`src/rtl/ram512_fifo_ctrl_if.sv`:
```
// ---------------------------------------------------------------------------
// ram512_fifo_ctrl_if
// Bundles the traffic buses of the FIFO controller: push handshake, pop
// handshake, peek port, occupancy status and the 512x16 RAM access ports.
//
// Signal summary (direction seen from the controller, modport slave):
//   push_valid / push_ready / push_data     : write-side handshake and data
//   pop_valid / pop_ready / pop_data        : read-side handshake, registered head
//   peek_offset / peek_data / peek_hit      : non-destructive read behind the head
//   count / almost_full / max_count         : occupancy status and high watermark
//   ram_wr / ram_wr_addr / ram_d_in         : RAM write port
//   ram_rd_addr_a / ram_d_out_a             : RAM read port A (FIFO head refill)
//   ram_rd_addr_b / ram_d_out_b             : RAM read port B (peek)
// The master modport is the environment view: producer, consumer and RAM.
// ---------------------------------------------------------------------------
interface ram512_fifo_ctrl_if #(
  parameter int AW = 9,
  parameter int DW = 16
);
  logic          push_valid;
  logic          push_ready;
  logic [DW-1:0] push_data;

  logic          pop_valid;
  logic          pop_ready;
  logic [DW-1:0] pop_data;

  logic [AW-1:0] peek_offset;
  logic [DW-1:0] peek_data;
  logic          peek_hit;

  logic [AW:0]   count;
  logic          almost_full;
  logic [AW:0]   max_count;

  logic          ram_wr;
  logic [AW-1:0] ram_wr_addr;
  logic [DW-1:0] ram_d_in;
  logic [AW-1:0] ram_rd_addr_a;
  logic [AW-1:0] ram_rd_addr_b;
  logic [DW-1:0] ram_d_out_a;
  logic [DW-1:0] ram_d_out_b;

  modport slave (
    input  push_valid, push_data, pop_ready, peek_offset,
    input  ram_d_out_a, ram_d_out_b,
    output push_ready, pop_valid, pop_data, peek_data, peek_hit,
    output count, almost_full, max_count,
    output ram_wr, ram_wr_addr, ram_d_in, ram_rd_addr_a, ram_rd_addr_b
  );

  modport master (
    output push_valid, push_data, pop_ready, peek_offset,
    output ram_d_out_a, ram_d_out_b,
    input  push_ready, pop_valid, pop_data, peek_data, peek_hit,
    input  count, almost_full, max_count,
    input  ram_wr, ram_wr_addr, ram_d_in, ram_rd_addr_a, ram_rd_addr_b
  );
endinterface

```
`src/rtl/ram512_fifo_ctrl.sv`:
```
// ---------------------------------------------------------------------------
// ram512_fifo_ctrl
// Circular-buffer FIFO controller wrapped around an external 512x16
// dual-read RAM. The RAM write port and read port A carry FIFO traffic;
// read port B serves random-offset peeks behind the head entry. A registered
// first-word-fall-through stage holds the head entry, so the total occupancy
// can reach DEPTH+1 (RAM full plus output register).
//
// Ports:
//   i_clk    : single clock, all state changes on the rising edge
//   i_reset  : synchronous active-low reset
//   i_flush  : synchronous active-high clear of FIFO contents
//   bus      : ram512_fifo_ctrl_if.slave (push/pop/peek/status/RAM buses)
// ---------------------------------------------------------------------------
module ram512_fifo_ctrl #(
  parameter int AW     = 9,
  parameter int DEPTH  = 512,
  parameter int DW     = 16,
  parameter int AF_LVL = 480
) (
  input  logic              i_clk,
  input  logic              i_reset,
  input  logic              i_flush,
  ram512_fifo_ctrl_if.slave bus
);

  localparam logic [AW:0]   C_DEPTH   = (AW+1)'(DEPTH);
  localparam logic [AW:0]   C_AF_LVL  = (AW+1)'(AF_LVL);
  localparam logic [AW:0]   C_CNT_ONE = (AW+1)'(1);
  localparam logic [AW-1:0] C_PTR_ONE = AW'(1);

  // State
  logic [AW-1:0] r_wr_ptr;
  logic [AW-1:0] r_rd_ptr;
  logic [AW:0]   r_ram_cnt;
  logic          r_pop_valid;
  logic [DW-1:0] r_pop_data;
  logic [AW:0]   r_max_count;

  // Combinational decode
  logic          w_push_ready;
  logic          w_push_acc;
  logic          w_refill;
  logic          w_drain;
  logic [AW:0]   w_count;
  logic [AW:0]   w_ram_cnt_nxt;

  // Handshake decode: flush suppresses both the write and the head refill.
  always_comb begin
    w_push_ready = i_reset & (r_ram_cnt < C_DEPTH);
    w_push_acc   = bus.push_valid & w_push_ready & ~i_flush;
    // The output register can take a new head when it is empty or being
    // consumed. Requiring ram_cnt > 0 before the edge means the entry read
    // here is never the one being written in the same cycle.
    w_refill     = (~r_pop_valid | bus.pop_ready) & (r_ram_cnt != {(AW+1){1'b0}}) & ~i_flush;
    w_drain      = r_pop_valid & bus.pop_ready & (r_ram_cnt == {(AW+1){1'b0}}) & ~i_flush;
    w_count      = r_ram_cnt + {{AW{1'b0}}, r_pop_valid};
  end

  // Next RAM occupancy: simultaneous push and refill leaves it unchanged.
  always_comb begin
    w_ram_cnt_nxt = r_ram_cnt;
    case ({w_push_acc, w_refill})
      2'b10:   w_ram_cnt_nxt = r_ram_cnt + C_CNT_ONE;
      2'b01:   w_ram_cnt_nxt = r_ram_cnt - C_CNT_ONE;
      default: w_ram_cnt_nxt = r_ram_cnt;
    endcase
  end

  // Pointer and RAM occupancy registers.
  always_ff @(posedge i_clk) begin
    if (!i_reset) begin
      r_wr_ptr  <= {AW{1'b0}};
      r_rd_ptr  <= {AW{1'b0}};
      r_ram_cnt <= {(AW+1){1'b0}};
    end else if (i_flush) begin
      r_wr_ptr  <= {AW{1'b0}};
      r_rd_ptr  <= {AW{1'b0}};
      r_ram_cnt <= {(AW+1){1'b0}};
    end else begin
      if (w_push_acc) begin
        r_wr_ptr <= r_wr_ptr + C_PTR_ONE;   // rolls 511 -> 0 naturally
      end else begin
        r_wr_ptr <= r_wr_ptr;
      end
      if (w_refill) begin
        r_rd_ptr <= r_rd_ptr + C_PTR_ONE;
      end else begin
        r_rd_ptr <= r_rd_ptr;
      end
      r_ram_cnt <= w_ram_cnt_nxt;
    end
  end

  // First-word-fall-through output register; pop_data keeps its last value
  // when the stage empties or is flushed.
  always_ff @(posedge i_clk) begin
    if (!i_reset) begin
      r_pop_valid <= 1'b0;
      r_pop_data  <= {DW{1'b0}};
    end else if (i_flush) begin
      r_pop_valid <= 1'b0;
      r_pop_data  <= r_pop_data;
    end else if (w_refill) begin
      r_pop_valid <= 1'b1;
      r_pop_data  <= bus.ram_d_out_a;
    end else if (w_drain) begin
      r_pop_valid <= 1'b0;
      r_pop_data  <= r_pop_data;
    end else begin
      r_pop_valid <= r_pop_valid;
      r_pop_data  <= r_pop_data;
    end
  end

  // High watermark of the total occupancy.
  always_ff @(posedge i_clk) begin
    if (!i_reset) begin
      r_max_count <= {(AW+1){1'b0}};
    end else if (i_flush) begin
      r_max_count <= {(AW+1){1'b0}};
    end else if (w_count > r_max_count) begin
      r_max_count <= w_count;
    end else begin
      r_max_count <= r_max_count;
    end
  end

  // Output drive.
  assign bus.push_ready    = w_push_ready;
  assign bus.pop_valid     = r_pop_valid;
  assign bus.pop_data      = r_pop_data;
  assign bus.count         = w_count;
  assign bus.almost_full   = (w_count >= C_AF_LVL);
  assign bus.max_count     = r_max_count;

  assign bus.ram_wr        = w_push_acc;
  assign bus.ram_wr_addr   = r_wr_ptr;
  assign bus.ram_d_in      = bus.push_data;
  assign bus.ram_rd_addr_a = r_rd_ptr;
  // Peek offsets are relative to the entry behind pop_data, i.e. rd_ptr.
  assign bus.ram_rd_addr_b = r_rd_ptr + bus.peek_offset;
  assign bus.peek_data     = bus.ram_d_out_b;
  assign bus.peek_hit      = ({1'b0, bus.peek_offset} < r_ram_cnt);

endmodule

```
`src/flat_wrapper.sv`:
```
// flat-port wrapper written by rule: the top's interface ports become plain ports
module ram512_fifo_ctrl_flat 
#(
  parameter int AW     = 9,
  parameter int DEPTH  = 512,
  parameter int DW     = 16,
  parameter int AF_LVL = 480
)
  (i_clk, i_reset, i_flush, bus_push_valid, bus_push_data, bus_pop_ready, bus_peek_offset, bus_ram_d_out_a, bus_ram_d_out_b, bus_push_ready, bus_pop_valid, bus_pop_data, bus_peek_data, bus_peek_hit, bus_count, bus_almost_full, bus_max_count, bus_ram_wr, bus_ram_wr_addr, bus_ram_d_in, bus_ram_rd_addr_a, bus_ram_rd_addr_b);
  ram512_fifo_ctrl_if #(.AW(AW), .DW(DW)) bus_i ();
  input  logic i_clk;
  input  logic i_reset;
  input  logic i_flush;
  input wire logic [$bits(bus_i.push_valid)-1:0] bus_push_valid;
  input wire logic [$bits(bus_i.push_data)-1:0] bus_push_data;
  input wire logic [$bits(bus_i.pop_ready)-1:0] bus_pop_ready;
  input wire logic [$bits(bus_i.peek_offset)-1:0] bus_peek_offset;
  input wire logic [$bits(bus_i.ram_d_out_a)-1:0] bus_ram_d_out_a;
  input wire logic [$bits(bus_i.ram_d_out_b)-1:0] bus_ram_d_out_b;
  output wire logic [$bits(bus_i.push_ready)-1:0] bus_push_ready;
  output wire logic [$bits(bus_i.pop_valid)-1:0] bus_pop_valid;
  output wire logic [$bits(bus_i.pop_data)-1:0] bus_pop_data;
  output wire logic [$bits(bus_i.peek_data)-1:0] bus_peek_data;
  output wire logic [$bits(bus_i.peek_hit)-1:0] bus_peek_hit;
  output wire logic [$bits(bus_i.count)-1:0] bus_count;
  output wire logic [$bits(bus_i.almost_full)-1:0] bus_almost_full;
  output wire logic [$bits(bus_i.max_count)-1:0] bus_max_count;
  output wire logic [$bits(bus_i.ram_wr)-1:0] bus_ram_wr;
  output wire logic [$bits(bus_i.ram_wr_addr)-1:0] bus_ram_wr_addr;
  output wire logic [$bits(bus_i.ram_d_in)-1:0] bus_ram_d_in;
  output wire logic [$bits(bus_i.ram_rd_addr_a)-1:0] bus_ram_rd_addr_a;
  output wire logic [$bits(bus_i.ram_rd_addr_b)-1:0] bus_ram_rd_addr_b;
  assign bus_i.push_valid = bus_push_valid;
  assign bus_i.push_data = bus_push_data;
  assign bus_i.pop_ready = bus_pop_ready;
  assign bus_i.peek_offset = bus_peek_offset;
  assign bus_i.ram_d_out_a = bus_ram_d_out_a;
  assign bus_i.ram_d_out_b = bus_ram_d_out_b;
  assign bus_push_ready = bus_i.push_ready;
  assign bus_pop_valid = bus_i.pop_valid;
  assign bus_pop_data = bus_i.pop_data;
  assign bus_peek_data = bus_i.peek_data;
  assign bus_peek_hit = bus_i.peek_hit;
  assign bus_count = bus_i.count;
  assign bus_almost_full = bus_i.almost_full;
  assign bus_max_count = bus_i.max_count;
  assign bus_ram_wr = bus_i.ram_wr;
  assign bus_ram_wr_addr = bus_i.ram_wr_addr;
  assign bus_ram_d_in = bus_i.ram_d_in;
  assign bus_ram_rd_addr_a = bus_i.ram_rd_addr_a;
  assign bus_ram_rd_addr_b = bus_i.ram_rd_addr_b;
  ram512_fifo_ctrl #(.AW(AW), .DEPTH(DEPTH), .DW(DW), .AF_LVL(AF_LVL)) u_core (.i_clk(i_clk), .i_reset(i_reset), .i_flush(i_flush), .bus(bus_i));
endmodule
```
`config.mk`:
```
export PLATFORM = sky130hd
export DESIGN_NAME = ram512_fifo_ctrl_flat
export DESIGN_NICKNAME = d
export VERILOG_FILES = /design/src/rtl/ram512_fifo_ctrl_if.sv /design/src/rtl/ram512_fifo_ctrl.sv /design/src/flat_wrapper.sv
export SDC_FILE = /design/constraint.sdc
export NUM_CORES = 1
export LEC_CHECK = 0
export CELL_PAD_IN_SITES_DETAIL_PLACEMENT = 0
export CELL_PAD_IN_SITES_GLOBAL_PLACEMENT = 1
export CORE_MARGIN = 5
export CORE_UTILIZATION = 31
export CTS_BUF_LIST = sky130_fd_sc_hd__clkbuf_16
export CTS_CLUSTER_DIAMETER = 150
export DETAILED_ROUTE_END_ITERATION = 16
export MAX_ROUTING_LAYER = met4
export PLACE_DENSITY = 0.9
export SLEW_MARGIN = 10
export SYNTH_ARGS = -nofsm -noshare
export SYNTH_HDL_FRONTEND = slang
export SYNTH_SLANG_ARGS = --single-unit
export TNS_END_PERCENT = 100
```
`constraint.sdc`:
```
create_clock -name i_clk -period 4.1 [get_ports i_clk]
set_input_delay 0.82 -clock i_clk [delete_from_list [all_inputs] [get_ports i_clk]]
set_output_delay 0.82 -clock i_clk [all_outputs]
set_load 0.03 [all_outputs]
```
==> summary.md <==
| Metric | Value |
|---|---|
| FILL cells | `1243` |
| YS warnings | `0` |
| CP cell instances | `clkdlybuf4s50_1 -> ha_1 -> a21o_1 -> a211oi_1 -> nor2_1 -> nor2_1 -> xnor2_1 -> clkdlybuf4s50_1` |
| Clk_skew | `about 3.8 ps` |
| Detailed Place HPWL | `approximately 7600 µm` |
| Final core utilization | `about two fifths` |
| Slowest stage delay, CP | `roughly 690 ps` |
| Reg2reg start | `u_core.r_ram_cnt[0]$_SDFFE_PP0P_` |
| Worst Max-Slew Pin Slew | `~820 ps` |
| Minimum clock period | `about 3900 ps` |
| Reg2reg end | `u_core.r_ram_cnt[5]$_SDFFE_PP0P_` |
| Core Box Area | `approximately 12000 µm²` |
| Met3 GRT Util | `about 3.6%` |
| Worst-path clk slew | `70 ps` |
| Critical Path RT | `3280 ps` |
| Fin. Hold Viols | `0` |
| Outcome | `finished clean` |
| PortBufs | `97` |
| Setup slack after layout | `between 200 and 250 ps` |
| Met1 Resource Use GR | `15.4%` |
| DRT iter0 DRCs | `214` |
| Vias in the first global route | `between 3000 and 4000` |
| Syn avg cell area | `between 8 and 9 µm²` |
| First-pass GRT wire length | `around 16000 µm` |
| Pwr Density | `roughly 410 nW/µm²` |
| Critical Path End | `bus_ram_rd_addr_b[5]` |
| Area Growth Syn to Fin | `27.5%` |
| CTS tree | `built` |
| Post-synth net total | `about 550` |
| FFs w/ async S/R, synth | `0%` |
| Total power draw | `roughly 2 mW` |
| Drt drc | `0` |
| CTS Buffer Depth | `2` |
| Unique cell type count in the Yosys netlist | `50` |
| Top delay family on crit path | `buffers and inverters` |
| Place WS | `78.6 ps` |
| H-tree Lvls | `2` |
| Register area | `1100 µm²` |
| Via-per-instance ratio | `about 4.9` |
| Die Wd | `roughly 120 µm` |
| Initial antenna violation count | `0` |
| Max-cap viol count | `0` |
| Post-route setup TNS | `0 ps` |
| Critical Path Sink Type | `output port` |
| Largest net degree at the start of global routing | `28` |
| Layout cell share with drive strength beyond 1 | `between 3 and 4%` |
| Leakage | `1.87 nW` |
| Number of enable flip-flop cells after synthesis | `0` |
| Initial Util | `a little under a third` |
| Routing usage on met2 | `22.7%` |
| I/O pins | `around 160` |
| Antenna cell count | `0` |
| Slowest CP cell | `clkdlybuf4s50_1` |
| WP buf/inv | `2` |
| GRT Overall Usage | `roughly an eighth` |
| Worst R2R Path Depth | `9` |
| Finished Layout Cells | `678` |
| Synth Register Bits | `55` |
| Site Rows | `40` |
| Worst EP arrival | `a little over 3000 ps` |
| Most frequent cells in the layout | `clkdlybuf4s50_1, dfxtp_1, ha_1` |
| Final ANT Viol Nets | `0` |
| Clk sinks | `55` |
| DIE AREA | `14700 µm²` |
| Grt ovf | `0` |
| Gr busiest metal | `met2` |
| Die H | `between 100 and 150 µm` |
| Setup violations, final | `0` |
| Peak supply drop | `roughly 0.22 mV` |
| Crit path kind | `in2out` |
| Ys flop type | `dfxtp_1` |
| Max FO, Critical Path | `3` |
| Worst rel slew slack | `a little under half` |
| Cells after synthesis | `around 450` |
| Leading cell type in the layout, fill and taps excluded | `clkdlybuf4s50_1` |
| Max Freq | `about 260 MHz` |
| Via count | `approximately 3300` |
| Final nets | `612` |
| DR pass1 iterations | `5` |
| Fin crit share | `between 90% and 100%` |
| Startpoint Class | `input port` |
| # Post-CTS Setup Buffers | `0` |
| Mapped Area | `between 3000 and 4000 µm²` |
| Register area share after synthesis | `28.6%` |
| WL/cell | `14.4 µm` |
| Hold/Removal Path Class | `reg2reg` |
| Routed wire length | `9800 µm` |
| Skew-Pair Late Insertion Delay | `290 ps` |
| Routability cong. | `0.863` |
| Root Driver | `clkbuf_16` |
| Crit path from | `bus_peek_offset[1]` |
| CP Depth | `8` |
| Multi-input gate area | `2340 µm²` |
| TritonCTS Buffers | `5` |
| Register-to-register setup slack | `870 ps` |
| Placed cells | `670` |
| Unrepaired setup endpoints after global routing | `no` |
| Final Max Slew Viols | `0` |
metrics by stage:
stage	hold WS, ps	instance area, µm²
after floorplan	501	3850
after global placement	487	4740
after detailed placement	490	4740
after CTS	508	4900
after global routing	525	4900
final	508	4900
registers in the layout, summed over array words and instances (netlist names):
register	cells
u_core.r_ram_cnt	10
u_core.bus.pop_valid	1
u_core.bus.max_count	10
u_core.bus.pop_data	16
u_core.bus.ram_rd_addr_a	9
u_core.bus.ram_wr_addr	9
power breakdown:
part           total [mW]  switching, mW  internal (mW)
clock network       0.479          0.194          0.285
registers           0.607         0.0318          0.576
logic               0.912          0.551          0.361
total                2.00          0.777           1.22
layout make-up:
| cell class | instances | area share (%) |
|---|---|---|
| well taps | 168 | 4.29 |
| clock buffers | 5 | 2.55 |
| multi-input cells | 321 | 47.7 |
| repair buffers | 101 | 20.3 |
| flip-flops and latches | 55 | 22.5 |
| clock inverters | 3 | 0.791 |
| inverters | 25 | 1.91 |
how the worst min path moves through the flow:
stage	from	endpoint	slack, ps	cells after the start
after global placement	u_core.bus.max_count[0]$_SDFFE_PP0N_	u_core.bus.max_count[0]$_SDFFE_PP0N_	490	2
final	u_core.bus.max_count[1]$_SDFFE_PP0N_	u_core.bus.max_count[1]$_SDFFE_PP0N_	510	2
after global routing	u_core.bus.max_count[1]$_SDFFE_PP0N_	u_core.bus.max_count[1]$_SDFFE_PP0N_	530	2
after floorplan	u_core.r_ram_cnt[7]$_SDFFE_PP0P_	u_core.r_ram_cnt[7]$_SDFFE_PP0P_	500	2
after CTS	u_core.bus.max_count[0]$_SDFFE_PP0N_	u_core.bus.max_count[0]$_SDFFE_PP0N_	510	2
after detailed placement	u_core.bus.max_count[1]$_SDFFE_PP0N_	u_core.bus.max_count[1]$_SDFFE_PP0N_	490	2
cells in the mapped netlist (all sizes together), types with 2 or more instances:
master   n  area, µm²
nand4    9       56.3
nand3   16       80.1
dfxtp   55       1100
ha      39        488
and4     3       26.3
a21oi   22        110
o21ai   15       75.1
a32oi    3       26.3
nor2    38        143
a211oi   7       52.6
xor2    19        166
o31ai    2       15.0
and2     5       31.3
inv     25       93.8
nand2   16       60.1
nand2b   3       18.8
buf     38        292
nor3    22        110
and3     7       43.8
fa       2       40.0
clkbuf  10       38.8
nor2b   24        150
or3      2       12.5
xnor2   15        131
a21o     5       37.5
mux2i   23        230
nor4     5       31.3
nor4b    3       26.3
cells by family after synthesis:
group	synth area share, %
muxes	5.99
and+or+nand+nor	21.7
DFF	28.6
buffers and inverters	11.0
xor gates and xnor gates	7.74
AOI/OAI and AO/OA	11.2
adders and majority gates	13.7
worst register-to-register path, stage by stage, from the launching register on:
cell,delay [ps]
dfxtp_1,420
nor4_1,660
a311oi_4,170
ha_1,390
ha_1,380
a211oi_1,330
o21bai_1,150
a21oi_1,200
nor4_1,70
a311o_1,340
routing by layer:
metal,share of wire (%),vias to the layer above
li1,-,1660
met1,44,1576
met2,48,92
met3,6.6,19
met4,1.3,0
met5,0,-
repair_timing:
action | 4_1_cts | 5_1_grt
setup endpoints to repair | 0 | 1
hold buffers | 0 | 0
gates resized for setup | 0 | 1
No activity file was read; power rests on OpenSTA's default activity.
